==> src/rtl/periph_bridge.sv <==
// ============================================================================
// periph_bridge : posted-write FIFO and ordered, time-limited reads to the peripheral bus
// Revision 1.0
// ============================================================================
`default_nettype none

module periph_bridge #(
   parameter int DEPTH   = 4,
   parameter int TIMEOUT = 16
) (
   input  logic        clk,
   input  logic        reset,
   // core side
   input  logic        cpu_wvalid,
   output logic        cpu_wready,
   input  logic [31:0] cpu_waddr,
   input  logic [31:0] cpu_wdata,
   input  logic [3:0]  cpu_wstrb,
   input  logic        cpu_rvalid,
   output logic        cpu_rready,
   input  logic [31:0] cpu_raddr,
   output logic        cpu_rresp,
   output logic [31:0] cpu_rdata,
   output logic        cpu_rerr,
   // peripheral side
   output logic        per_wready,
   input  logic        per_wvalid,
   output logic [31:0] per_waddr,
   output logic [31:0] per_wdata,
   output logic [3:0]  per_wstrb,
   output logic        per_rready,
   input  logic        per_rvalid,
   output logic [31:0] per_raddr,
   input  logic        per_rresp,
   input  logic [31:0] per_rdata
);

   localparam int         AW       = $clog2(DEPTH);
   localparam logic [7:0] TO_LIMIT = 8'(TIMEOUT);

   typedef enum logic [2:0] {
      IDLE  = 3'd0,
      DRAIN = 3'd1,
      RREQ  = 3'd2,
      RWAIT = 3'd3,
      RDONE = 3'd4
   } state_t;

   state_t      state;
   logic [AW:0] wptr;
   logic [AW:0] rptr;
   logic [7:0]  wait_cnt;

   logic [31:0] addr_mem [DEPTH];
   logic [31:0] data_mem [DEPTH];
   logic [3:0]  strb_mem [DEPTH];

   logic empty;
   logic full;
   logic push;
   logic pop;
   logic rd_accept;

   assign empty = (wptr == rptr);
   assign full  = (wptr[AW] != rptr[AW]) && (wptr[AW-1:0] == rptr[AW-1:0]);

   // Handshakes are held low while reset is asserted, not merely after the first edge.
   assign cpu_wready = !reset && !full && (state == IDLE);
   assign cpu_rready = !reset && (state == IDLE);

   assign push      = cpu_wvalid && cpu_wready;
   assign pop       = per_wready && per_wvalid;
   assign rd_accept = cpu_rvalid && cpu_rready;

   assign per_wready = !empty;
   assign per_waddr  = addr_mem[rptr[AW-1:0]];
   assign per_wdata  = data_mem[rptr[AW-1:0]];
   assign per_wstrb  = strb_mem[rptr[AW-1:0]];

   always_ff @(posedge clk) begin
      if (push) begin
         addr_mem[wptr[AW-1:0]] <= cpu_waddr;
         data_mem[wptr[AW-1:0]] <= cpu_wdata;
         strb_mem[wptr[AW-1:0]] <= cpu_wstrb;
      end
   end

   always_ff @(posedge clk or posedge reset) begin
      if (reset) begin
         wptr <= '0;
         rptr <= '0;
      end else begin
         if (push) wptr <= wptr + 1'b1;
         if (pop)  rptr <= rptr + 1'b1;
      end
   end

   always_ff @(posedge clk or posedge reset) begin
      if (reset) begin
         state      <= IDLE;
         per_rready <= 1'b0;
         per_raddr  <= '0;
         cpu_rresp  <= 1'b0;
         cpu_rdata  <= '0;
         cpu_rerr   <= 1'b0;
         wait_cnt   <= '0;
      end else begin
         case (state)
            IDLE: begin
               cpu_rresp <= 1'b0;
               if (rd_accept) begin
                  per_raddr <= cpu_raddr;
                  // A write accepted alongside the read is older, so it must drain first.
                  if (empty && !push) begin
                     state      <= RREQ;
                     per_rready <= 1'b1;
                  end else begin
                     state <= DRAIN;
                  end
               end
            end
            DRAIN: begin
               if (empty) begin
                  state      <= RREQ;
                  per_rready <= 1'b1;
               end
            end
            RREQ: begin
               if (per_rvalid) begin
                  state      <= RWAIT;
                  per_rready <= 1'b0;
                  wait_cnt   <= '0;
               end
            end
            RWAIT: begin
               // wait_cnt counts idle RWAIT cycles; the read is abandoned once
               // TIMEOUT of them have elapsed without a response.
               if (per_rresp) begin
                  cpu_rdata <= per_rdata;
                  cpu_rerr  <= 1'b0;
                  cpu_rresp <= 1'b1;
                  state     <= RDONE;
               end else if (wait_cnt == TO_LIMIT) begin
                  cpu_rdata <= '0;
                  cpu_rerr  <= 1'b1;
                  cpu_rresp <= 1'b1;
                  state     <= RDONE;
               end else begin
                  wait_cnt <= wait_cnt + 8'd1;
               end
            end
            RDONE: begin
               cpu_rresp <= 1'b0;
               state     <= IDLE;
            end
            default: begin
               state      <= IDLE;
               per_rready <= 1'b0;
               cpu_rresp  <= 1'b0;
            end
         endcase
      end
   end

endmodule

`default_nettype wire
==> config.mk <==
export PLATFORM = sky130hd
export DESIGN_NAME = periph_bridge
export DESIGN_NICKNAME = d
export VERILOG_FILES = /design/src/rtl/periph_bridge.sv
export SDC_FILE = /design/constraint.sdc
export NUM_CORES = 1
export LEC_CHECK = 0
export CORE_MARGIN = 3
export CORE_UTILIZATION = 55
export CTS_CLUSTER_SIZE = 24
export DETAILED_ROUTE_END_ITERATION = 8
export DONT_BUFFER_PORTS = 1
export GPL_TIMING_DRIVEN = 0
export PLACE_DENSITY = 0.7
export SLEW_MARGIN = 0
export SYNTH_ARGS = -nofsm -noshare
export SYNTH_HDL_FRONTEND = slang
export SYNTH_SLANG_ARGS = --single-unit
==> constraint.sdc <==
create_clock -name clk -period 4.6 [get_ports clk]
set_input_delay 0.92 -clock clk [delete_from_list [all_inputs] [get_ports clk]]
set_output_delay 0.92 -clock clk [all_outputs]
set_load 0.005 [all_outputs]
== After elaboration in Yosys (flattened, before gate mapping) ==
Memory sizes are Yosys's and may differ from the RTL's.
Index checks and enable logic that the tools add are counted.

* Output and inout bits: 138
* ROM bits: 0
* Memories: 3
* Memory bits (writable): 272
* Input bits: 139
* Bits in latches: 0
* Register bits: 84

{| class="wikitable"
|+ Memory list
! memory !! words !! bits a word !! read ports !! clocked after memory_dff !! write ports !! line !! text
|-
| addr_mem || 4 || 32 || 1 || 0 || 1 || 54 || <nowiki>logic [31:0] addr_mem [DEPTH];</nowiki>
|-
| data_mem || 4 || 32 || 1 || 0 || 1 || 55 || <nowiki>logic [31:0] data_mem [DEPTH];</nowiki>
|-
| strb_mem || 4 || 4 || 1 || 0 || 1 || 56 || <nowiki>logic [3:0] strb_mem [DEPTH];</nowiki>
|}

* Bitwise operators: 2
* Divide/modulo/power cells: 0
* Equal/unequal tests: 15
* Mux-type cells: 24
* Multipliers: 0
* Magnitude comparators: 0
* Shift-type cells: 0
* Add/subtract/negate cells: 3
* Reduce and logical (&&, ||, !) cells: 23

{| class="wikitable"
|+ Operators by type and width
! cell !! count
|-
| 2-to-1 mux 32 bit || 2
|-
| 2-to-1 mux 8 bit || 3
|-
| one-hot mux 8 bit (2 select lines) || 1
|-
| 2-to-1 mux 3 bit || 5
|-
| one-hot mux 3 bit (4 select lines) || 1
|-
| != test 2 bit (second input constant) || 5
|-
| 2-to-1 mux 1 bit || 9
|-
| adder 8 x 1 -> 8 bit (second input constant) || 1
|-
| == test 8 x 5 -> 1 bit (second input constant) || 1
|-
| logical AND 1 bit || 8
|-
| AND reduction 4 bit || 2
|-
| adder 3 x 1 -> 3 bit (second input constant) || 2
|-
| == test 3 x 2 -> 1 bit (second input constant) || 2
|-
| AND reduction 2 bit || 3
|-
| AND reduction 5 bit || 1
|-
| logical NOT 1 bit || 4
|-
| one-hot mux 1 bit (4 select lines) || 1
|-
| nonzero test 2 bit || 2
|-
| OR reduction 2 bit || 2
|-
| == test 3 x 1 -> 1 bit (second input constant) || 1
|-
| == test 3 bit || 1
|-
| == test 3 bit (second input constant) || 1
|-
| logical NOT 3 bit || 1
|-
| != test 3 bit (second input constant) || 1
|-
| other kinds (6) || 7
|}

== Logic depth before layout (Yosys ltp) ==
Gate-level depths: netlist of run 1.

* Depth after elaboration: 11
* Depth in mapped cells: 7

== Least setup slack after synthesis of run 1 ==
Ideal clock, no wire load.

* Path type: input to register
* Start point: input reset
* End point: memory addr_mem[3][0] (enable)
* Setup time: 0.435 ns
* Arrival: 3.284 ns
* Path slack: 0.880 ns
* Stages on the path: 3
* Path through: nor4_1 -> o31a_1 -> and3_1

* Longest elaborated chain between the ends: 6

{| class="wikitable"
|+ RTL lines
! item !! line !! text
|-
| from (decl) || 12 || <nowiki>input logic reset,</nowiki>
|-
| logical NOT 1 bit (no line) || - ||
|-
| logical AND 1 bit (2 in a row) || 68 || <nowiki>assign cpu_wready = !reset && !full && (state == IDLE);</nowiki>
|-
| named net cpu_wready || 15 || <nowiki>output logic cpu_wready,</nowiki>
|-
| logical AND 1 bit || 71 || <nowiki>assign push = cpu_wvalid && cpu_wready;</nowiki>
|-
| 2-to-1 mux 1 bit || 81 || <nowiki>if (push) begin</nowiki>
|-
| 2-to-1 mux 1 bit (not written as such) || 82 || <nowiki>addr_mem[wptr[AW-1:0]] <= cpu_waddr;</nowiki>
|-
| to (decl) || 54 ||
|}

The timed path passes the listed nets, and every way through them passes these cells.

== Worst setup path in the final report of run 1 ==
* Start point: register rptr[1]
* End point: output per_wdata[4]

* Longest elaborated chain between the ends: 1

{| class="wikitable"
|+ RTL lines
! item !! line !! text
|-
| from (decl) || 51 || <nowiki>logic [AW:0] rptr;</nowiki>
|-
| from (signal assigned) || 94 || <nowiki>if (pop) rptr <= rptr + 1'b1;</nowiki>
|-
| memory read (4 x 32 bit) || - ||
|-
| to (decl) || 29 || <nowiki>output logic [31:0] per_wdata,</nowiki>
|}

No other way between the ends.

==> results of run 1 <==
power by group:
group	internal (W)	switching [W]	total (W)
Sequential	0.00397	0.000314	0.00428
Clock	0.00200	0.00113	0.00313
Combinational	0.000995	0.00108	0.00208
Total	0.00697	0.00252	0.00949
synth_stat cells, drive strengths merged (2+ instances only):
library cell | n | area [µm²]
mux4 | 68 | 1531
clkbuf | 17 | 63.81
nand3 | 6 | 42.54
a31oi | 3 | 18.77
o31ai | 2 | 15.01
buf | 14 | 82.58
a21oi | 3 | 15.01
and3 | 7 | 43.79
dfrtp | 84 | 2102
ha | 7 | 87.58
xnor2 | 5 | 43.79
o2111ai | 5 | 43.79
inv | 10 | 37.54
nor4 | 2 | 12.51
nor2 | 6 | 22.52
edfxtp | 272 | 8168
a22o | 32 | 280.3
nand2 | 10 | 37.54
o21ai | 4 | 20.02
mux2 | 34 | 382.9
nand2b | 2 | 12.51
xor2 | 6 | 52.55
nor3 | 2 | 10.01
nor2b | 3 | 18.77
routing by layer:
| layer | share of wire | vias to the layer above | track usage |
|---|---|---|---|
| li1 | - | 2607 | - |
| met1 | 0.35 | 3167 | 0.2250 |
| met2 | 0.51 | 261 | 0.3346 |
| met3 | 0.12 | 39 | 0.09797 |
| met4 | 0.018 | 0 | 0.06101 |
| met5 | 0 | - | 0 |
worst max-delay path by stage:
| stage | startpoint | endpoint | slack (ns) | cells after the start |
|---|---|---|---|---|
| finish | rptr[1]$_DFFE_PP0P_ | per_wdata[4] | 0.82 | 4 |
| global route | rptr[1]$_DFFE_PP0P_ | per_wdata[4] | 0.59 | 4 |
| CTS | rptr[1]$_DFFE_PP0P_ | per_wdata[4] | 0.70 | 4 |
| detailed placement | rptr[1]$_DFFE_PP0P_ | per_wdata[4] | 1.26 | 4 |
| global placement | reset | addr_mem[3][13]$_DFFE_PP_ | -0.67 | 3 |
| floorplan | reset | addr_mem[3][0]$_DFFE_PP_ | 0.88 | 3 |
cell type report:
type / count / area, µm²
buffer: 31 / 146.4
inverter: 10 / 40.04
tap: 319 / 399.1
fill: 1572 / 8474
multi-input combinational: 222 / 2853
timing repair buffer: 5 / 130.1
clock buffer: 47 / 973.4
clock inverter: 19 / 321.6
sequential: 356 / 10270
antenna: 2 / 5.005
per-stage QoR:
stage | instance area [µm²] | hold slack [ns] | cells | utilization | setup TNS, ns
after floorplan | 13290 | 0.4617 | 619 | - | 0
after global placement | 13690 | 0.4768 | 938 | 0.5796 | -171.94
after detailed placement | 13840 | 0.4878 | 943 | 0.5861 | 0
after CTS | 15130 | 0.2977 | 1009 | 0.6409 | 0
after global routing | 15140 | 0.3192 | 1011 | 0.6411 | 0
final | 15140 | 0.3093 | 1011 | 0.6411 | 0
sequential cells by signal, indices dropped and copies added, names as in the netlist:
name        count
addr_mem      128
cpu_rresp       1
wptr            3
data_mem      128
state           3
rptr            3
per_rready      1
wait_cnt        8
cpu_rdata      32
strb_mem       16
per_raddr      32
cpu_rerr        1
logic make-up (layout without fill, tap and decap cells):
kind of cell,count (synthesis),after routing,synth area share
flops,356,356,0.7730
mux,102,102,0.1441
compound gates,57,57,0.03579
simple gates,45,45,0.01949
buf+inv,41,112,0.01384
xor+xnor,11,11,0.007251
fa+ha+maj,7,7,0.006592
other cells,0,2,0
worst max-delay path: stages (launching register included):
cell      delay (ns)
dfrtp_1         0.34
clkbuf_1        0.50
clkbuf_1        0.54
buf_1           0.52
mux4_2          0.45
==> flow_summary_export.csv, run 1 <==
group,metric,value,unit
detailed_routing,drc,0,
finish,final_common_cell,"edfxtp_1",
critical_path,worstPathRequired,3.68,ns
timing,slew_violations,0,
critical_path,worstSetupPathType,"flop to output port",
timing,rsz0062_at_grt,"no",
run_status,outcome,"finished, final reports clean",
synthesis,synth_cell_types,42,
grt,antenna_found_initial,2,
critical_path,start_kind,"flop",
timing,fin_crit,3.777,ns
clock_tree,cts_resized,0,
finish,final_cell_mix,"272 x edfxtp_1, 84 x dfrtp_1, 68 x mux4_2, 37 x clkbuf_16, 34 x mux2_2",
synthesis,synth_edf_count,272,
min_path,hp-class,"input port to asynchronous set/reset pin",
grt,overflow,0,
detailed_routing,via_count,6074,
timing,fmax,264.8,MHz
finish,final_nets,808,
critical_path,endpoint_kind,"output port",
timing,setup_violations,0,
clock_tree,clk_path_buf_depth,3,
floorplanning,die_area,0.02606,mm²
detailed_routing,drt_wl_total,25770,µm
critical_path,critPathMaxFanout,10,
floorplanning,coreArea,0.02361,mm²
detailed_routing,drt-initial-drc-count,401,
clock_tree,postCtsHoldBufs,0,
synthesis,postSynthCellCount,619,
clock_tree,insertion_delay,0.52,ns
power_and_ir_drop,p_leak,5.223,nW
grt,track_usage,0.1988,
timing,fin_ws,0.8232,ns
grt,grt_pass1_wl,39270,µm
floorplanning,ios,277,
floorplanning,start_util,0.5627,
timing,tightest_slew,0.8800,ns
power_and_ir_drop,ir_drop,0.0004442,V
critical_path,reg2regPathDepth,5,
power_and_ir_drop,powerDensity,626.9,mW/mm²
placement,dpl_worst_slack,1.258,ns
synthesis,syn_area,0.01329,mm²
finish,synthToLayoutAreaGrowth,13.94,%
critical_path,arrival,2.86,ns
synthesis,synth-seq-area-share,0.7730,
clock_tree,cts_tree,"yes",
critical_path,reg2reg_slack,1.53,ns
detailed_routing,wl_per_cell,25.49,µm
clock_tree,cts_setup_buffers,0,
placement,hpwlAfterDp,16990,µm
synthesis,synth_ff_type,"edfxtp_1",
critical_path,regToRegEndpoint,"addr_mem[0][9]$_DFFE_PP_",
synthesis,ys.warnings.count,0,
job,max_cap_viol_count,0,
floorplanning,die_w,161.4,µm
synthesis,synth_seq_cells,356,
synthesis,avgSynthCellArea,21.46,µm²
detailed_routing,drtPass1Iterations,4,
clock_tree,htreeDepth,2,
floorplanning,rows,56,
grt,grt_pass1_vias,6486,
clock_tree,root_buffer,"clkbuf_16",
critical_path,worstReg2RegStart,"state[2]$_DFFE_PP0P_",
power_and_ir_drop,total_power,0.009490,W
timing,slew_headroom,0.4079,
timing,period_share,0.8210,
finish,layout-drive-gt1-share,0.2580,
synthesis,synthesis.nets,765,
placement,place_congestion,0.8377,
clock_tree,numCtsBuffers,36,
clock_tree,cts.clk_slew.worst_paths,0.06,ns
detailed_routing,via_per_inst,6.008,
detailed_routing,drtAntennaViolNets,0,
timing,final.setup_skew,0.01495,ns
grt,grt_max_degree,50,
placement,portBuffers,0,
synthesis,synthArstFlopShare,0.2360,
timing,finalHoldViolCount,0,
floorplanning,die-height,161.4,µm
clock_tree,cts.sinks,356,
No activity file was read; power rests on OpenSTA's default activity.
==> run 2: changes to the inputs <==
Settings changed: PLACE_DENSITY 0.7 to 0.73.
Clock period 4.6 ns to 3.1 ns, I/O delays scaled along.
==> flow_summary_export.csv, run 2 (synthesis gave the netlist of run 1 again) <==
group,metric,value,unit
critical_path,cp_slowest_cell,"mux4_2",
floorplanning,die_area,0.02606,mm²
detailed_routing,drtPass1Iterations,5,
clock_tree,numCtsBuffers,37,
placement,place_congestion,0.8264,
detailed_routing,drt_wl_total,25580,µm
clock_tree,clk_path_buf_depth,3,
timing,fin_crit,2.904,ns
critical_path,crit_path_max_incr_delay,0.60,ns
critical_path,endpoint_kind,"output port",
run_status,outcome,"finished, final reports clean",
floorplanning,rows,56,
detailed_routing,drt-initial-drc-count,351,
critical_path,start_kind,"flop",
grt,grt_max_degree,56,
timing,finalHoldViolCount,0,
placement,portBuffers,0,
critical_path,regToRegEndpoint,"addr_mem[1][13]$_DFFE_PP_",
clock_tree,root_buffer,"clkbuf_16",
critical_path,worstSetupPathType,"flop to output port",
timing,slew_headroom,0.3586,
critical_path,reg2reg_slack,0.29,ns
finish,final_cell_mix,"272 x edfxtp_1, 84 x dfrtp_1, 68 x mux4_2, 37 x clkbuf_16, 34 x mux2_2",
floorplanning,ios,277,
finish,diodes,0,
critical_path,critPathMaxFanout,10,
finish,final_nets,810,
power_and_ir_drop,p_leak,5.196,nW
clock_tree,cts_tree,"yes",
grt,track_usage,0.1957,
floorplanning,start_util,0.5627,
placement,hpwlAfterDp,16880,µm
detailed_routing,drc,0,
finish,final_common_cell,"edfxtp_1",
power_and_ir_drop,ir_drop,0.0006649,V
critical_path,startpoint,"rptr[0]$_DFFE_PP0P_",
power_and_ir_drop,powerDensity,909.5,mW/mm²
critical_path,reg2regPathDepth,5,
critical_path,worstReg2RegStart,"state[2]$_DFFE_PP0P_",
floorplanning,die_w,161.4,µm
clock_tree,cts.clk_slew.worst_paths,0.06,ns
critical_path,worstPathRequired,2.48,ns
detailed_routing,via_count,6066,
timing,fin_ws,0.1955,ns
timing,slew_violations,0,
critical_path,endpoint,"per_wdata[7]",
grt,overflow,0,
grt,grt_pass1_vias,6623,
clock_tree,cts.sinks,356,
timing,period_share,0.9369,
clock_tree,cts_setup_buffers,0,
floorplanning,die-height,161.4,µm
timing,tns,0,ns
finish,final_core_util,0.6375,
detailed_routing,drtAntennaViolNets,0,
finish,layout-drive-gt1-share,0.2735,
min_path,hp-class,"input port to flop",
clock_tree,htreeDepth,2,
grt,antenna_found_initial,0,
timing,fmax,344.3,MHz
placement,dpl_worst_slack,0.09166,ns
grt,grt_pass1_wl,38810,µm
detailed_routing,via_per_inst,6.006,
job,max_cap_viol_count,0,
critical_path,arrival,2.28,ns
timing,tightest_slew,0.9548,ns
detailed_routing,wl_per_cell,25.33,µm
floorplanning,coreArea,0.02361,mm²
critical_path,path_cells,"clkbuf_2 -> clkdlybuf4s15_2 -> mux4_2",
timing,rsz0062_at_grt,"no",
finish,synthToLayoutAreaGrowth,13.30,%
timing,setup_violations,0,
timing,final.setup_skew,0.01564,ns
clock_tree,insertion_delay,0.53,ns
-- run 2: cell count changes in the layout (fill, tap and decap cells not counted), moves of 3 or more --
cell       delta
bufinv_16     -7
clkbuf_1      -7
clkbuf_2      +3
clkinv_2      +5
-- run 2: where the power goes --
| part | switching, W | leakage, nW | internal (W) |
|---|---|---|---|
| registers | 0.000480 | 3.49 | 0.00589 |
| logic | 0.00162 | 1.13 | 0.00150 |
| clock network | 0.00175 | 0.577 | 0.00245 |
-- run 2: worst min-delay path by stage --
stage	from	to	cells past startpoint
floorplan	wptr[2]$_DFFE_PP0P_	wptr[2]$_DFFE_PP0P_	1
global placement	wptr[2]$_DFFE_PP0P_	wptr[2]$_DFFE_PP0P_	1
detailed placement	wptr[2]$_DFFE_PP0P_	wptr[2]$_DFFE_PP0P_	1
CTS	cpu_waddr[27]	addr_mem[0][27]$_DFFE_PP_	0
global route	cpu_waddr[10]	addr_mem[2][10]$_DFFE_PP_	0
finish	cpu_waddr[27]	addr_mem[0][27]$_DFFE_PP_	0
-- run 2: final cells by class --
cell class	count	area, µm²
multi-input combinational	222	2859
clock buffer	45	985.9
timing repair buffer	6	147.6
sequential	356	10270
clock inverter	21	183.9
tap	319	399.1
buffer	31	167.7
fill	1583	8559
inverter	10	40.04
-- run 2: worst max-delay path, delay by kind of cell, from the launching register on --
kind,cells,cell delay [ns]
buffers and inverters,2,0.79
muxes,1,0.60
DFF,1,0.36
-- run 2: repair_timing --
| item | in CTS | in global routing |
|---|---|---|
| setup endpoints to repair | 45 | 191 |
| hold buffers | 1 | 0 |
| resized for setup | 8 | 2 |
| endpoints found under the hold margin | 32 | 0 |
-- run 2: per-stage QoR --
stage / hold slack [ns] / area [µm²] / power, W / cells
global route: 0.1576 / 15050 / 0.01432 / 1010
global placement: 0.4773 / 13690 / 0.009419 / 938
CTS: 0.1580 / 15040 / 0.01384 / 1010
detailed placement: 0.4830 / 13850 / 0.009589 / 943
finish: 0.1844 / 15050 / 0.01369 / 1010
floorplan: 0.4617 / 13290 / 0.008671 / 619
-- run 2: per-layer routing --
layer	track usage	routed length, µm	vias to the layer above
li1	-	-	2610
met1	0.2289	9092	3128
met2	0.3289	12840	287
met3	0.08720	3127	41
met4	0.05944	521	0
met5	0	0	-
==> run 3: changes to the inputs <==
Settings changed: TNS_END_PERCENT from default to 30.
==> flow_summary_export.csv, run 3 (synthesis gave the netlist of run 1 again) <==
group,metric,value,unit
min_path,min_to,"addr_mem[2][28]$_DFFE_PP_",
grt,overflow,0,
detailed_routing,via_count,6093,
placement,dpl_worst_slack,0.005231,ns
finish,final_cell_mix,"272 x edfxtp_1, 84 x dfrtp_1, 68 x mux4_2, 38 x clkbuf_16, 34 x mux2_2",
critical_path,endpoint_kind,"output port",
finish,multi_input_area,0.002859,mm²
timing,fin_ws,0.2216,ns
finish,final_common_cell,"edfxtp_1",
timing,fmax,347.4,MHz
detailed_routing,drtAntennaViolNets,0,
min_path,hp-start,"cpu_waddr[28]",
critical_path,regToRegEndpoint,"strb_mem[1][0]$_DFFE_PP_",
critical_path,worstPathRequired,2.48,ns
clock_tree,cts_tree,"yes",
timing,slew_violations,0,
detailed_routing,drt_wl_total,25930,µm
clock_tree,cts.clk_slew.worst_paths,0.06,ns
critical_path,worstReg2RegStart,"state[2]$_DFFE_PP0P_",
timing,hold_slack,0.2013,ns
placement,dpl_cell_area,0.01385,mm²
critical_path,crit_path_max_incr_delay,0.62,ns
detailed_routing,drt-initial-drc-count,529,
clock_tree,htreeDepth,2,
critical_path,critPathMaxFanout,10,
placement,dp_cells,943,
finish,final_nets,810,
detailed_routing,wl_per_cell,25.63,µm
detailed_routing,drtPass1Iterations,5,
power_and_ir_drop,powerDensity,911.8,mW/mm²
run_status,outcome,"finished, final reports clean",
timing,setup_violations,0,
finish,fillers,1571,
floorplanning,coreArea,0.02361,mm²
floorplanning,die-height,161.4,µm
placement,hpwlAfterDp,17260,µm
critical_path,arrival,2.26,ns
clock_tree,clk_path_buf_depth,3,
grt,grt_pass1_wl,39370,µm
floorplanning,die_area,0.02606,mm²
power_and_ir_drop,p_leak,5.202,nW
floorplanning,rows,56,
finish,design_area,0.01508,mm²
critical_path,reg2reg_slack,0.27,ns
grt,grt_max_degree,71,
min_path,hold_depth,0,
min_path,hp-class,"input port to flop",
finish,instances_no_fill,1012,
job,max_cap_viol_count,0,
finish,final_core_util,0.6388,
clock_tree,insertion_delay,0.51,ns
finish,layout-drive-gt1-share,0.2710,
timing,tightest_slew,0.6574,ns
grt,track_usage,0.1985,
critical_path,worstSetupPathType,"flop to output port",
detailed_routing,via_per_inst,6.021,
clock_tree,cts.sinks,356,
critical_path,cp_slowest_cell,"mux4_2",
timing,period_share,0.9285,
power_and_ir_drop,ir_drop,0.0007048,V
timing,fin_crit,2.878,ns
critical_path,start_kind,"flop",
critical_path,reg2regPathDepth,5,
timing,slew_headroom,0.5584,
critical_path,path_cells,"buf_2 -> buf_4 -> buf_6 -> mux4_2",
timing,finalHoldViolCount,0,
floorplanning,die_w,161.4,µm
grt,antenna_found_initial,3,
detailed_routing,drc,0,
placement,portBuffers,0,
grt,grt_pass1_vias,6597,
timing,final.setup_skew,0.01904,ns
floorplanning,ios,277,
timing,rsz0062_at_grt,"no",
floorplanning,start_util,0.5627,
placement,place_congestion,0.8649,
clock_tree,numCtsBuffers,37,
clock_tree,cts_setup_buffers,0,
finish,synthToLayoutAreaGrowth,13.52,%
finish,seq_area,0.01027,mm²
clock_tree,root_buffer,"clkbuf_16",
run 3: layout make-up:
| class | instances | share of cell area |
|---|---|---|
| Antenna cell | 3 | 0.0004977 |
| Buffer | 31 | 0.01120 |
| Clock buffer | 42 | 0.06404 |
| Clock inverter | 23 | 0.01493 |
| Inverter | 10 | 0.002655 |
| Multi-Input combinational cell | 222 | 0.1895 |
| Sequential cell | 356 | 0.6809 |
| Tap cell | 319 | 0.02646 |
| Timing Repair Buffer | 6 | 0.009789 |
run 3: repair_timing:
action / CTS / global route
gates resized for setup: 10 / 2
endpoints found under the setup margin: 83 / 6
hold endpoints to repair: 14 / 0
hold buffers: 1 / 0
run 3: metrics by stage:
| step | total power, W | TNS (ns) |
|---|---|---|
| 2_1_floorplan | 0.008676 | -40.01 |
| 3_3_place_gp | 0.009443 | -402.58 |
| 3_5_place_dp | 0.009601 | 0 |
| 4_1_cts | 0.01394 | 0 |
| 5_1_grt | 0.01442 | 0 |
| 6_report | 0.01375 | 0 |
run 3: critical path, delay by kind of cell (launching register included):
family,cells,cell delay [ns]
buffers and inverters,3,0.79
flip-flops,1,0.35
multiplexers,1,0.62
run 3: layer usage:
layer  share of wire  track usage
met1            0.36       0.2325
met3            0.12      0.08925
met5               0            0
met2            0.49       0.3206
met4           0.037      0.08487
run 3: how the worst max path moves through the flow:
stage	from	to	cells after the start
2_1_floorplan	state[2]$_DFFE_PP0P_	addr_mem[1][0]$_DFFE_PP_	4
3_3_place_gp	state[2]$_DFFE_PP0P_	data_mem[1][14]$_DFFE_PP_	4
3_5_place_dp	state[2]$_DFFE_PP0P_	addr_mem[3][16]$_DFFE_PP_	5
4_1_cts	rptr[0]$_DFFE_PP0P_	per_wdata[0]	4
5_1_grt	rptr[0]$_DFFE_PP0P_	per_wdata[12]	3
6_report	rptr[0]$_DFFE_PP0P_	per_wdata[0]	4
run 3: where the power goes:
part | total [W] | switching (W) | internal, W
combinational | 0.00313 | 0.00163 | 0.00151
clock | 0.00426 | 0.00169 | 0.00257
sequential | 0.00636 | 0.000471 | 0.00589
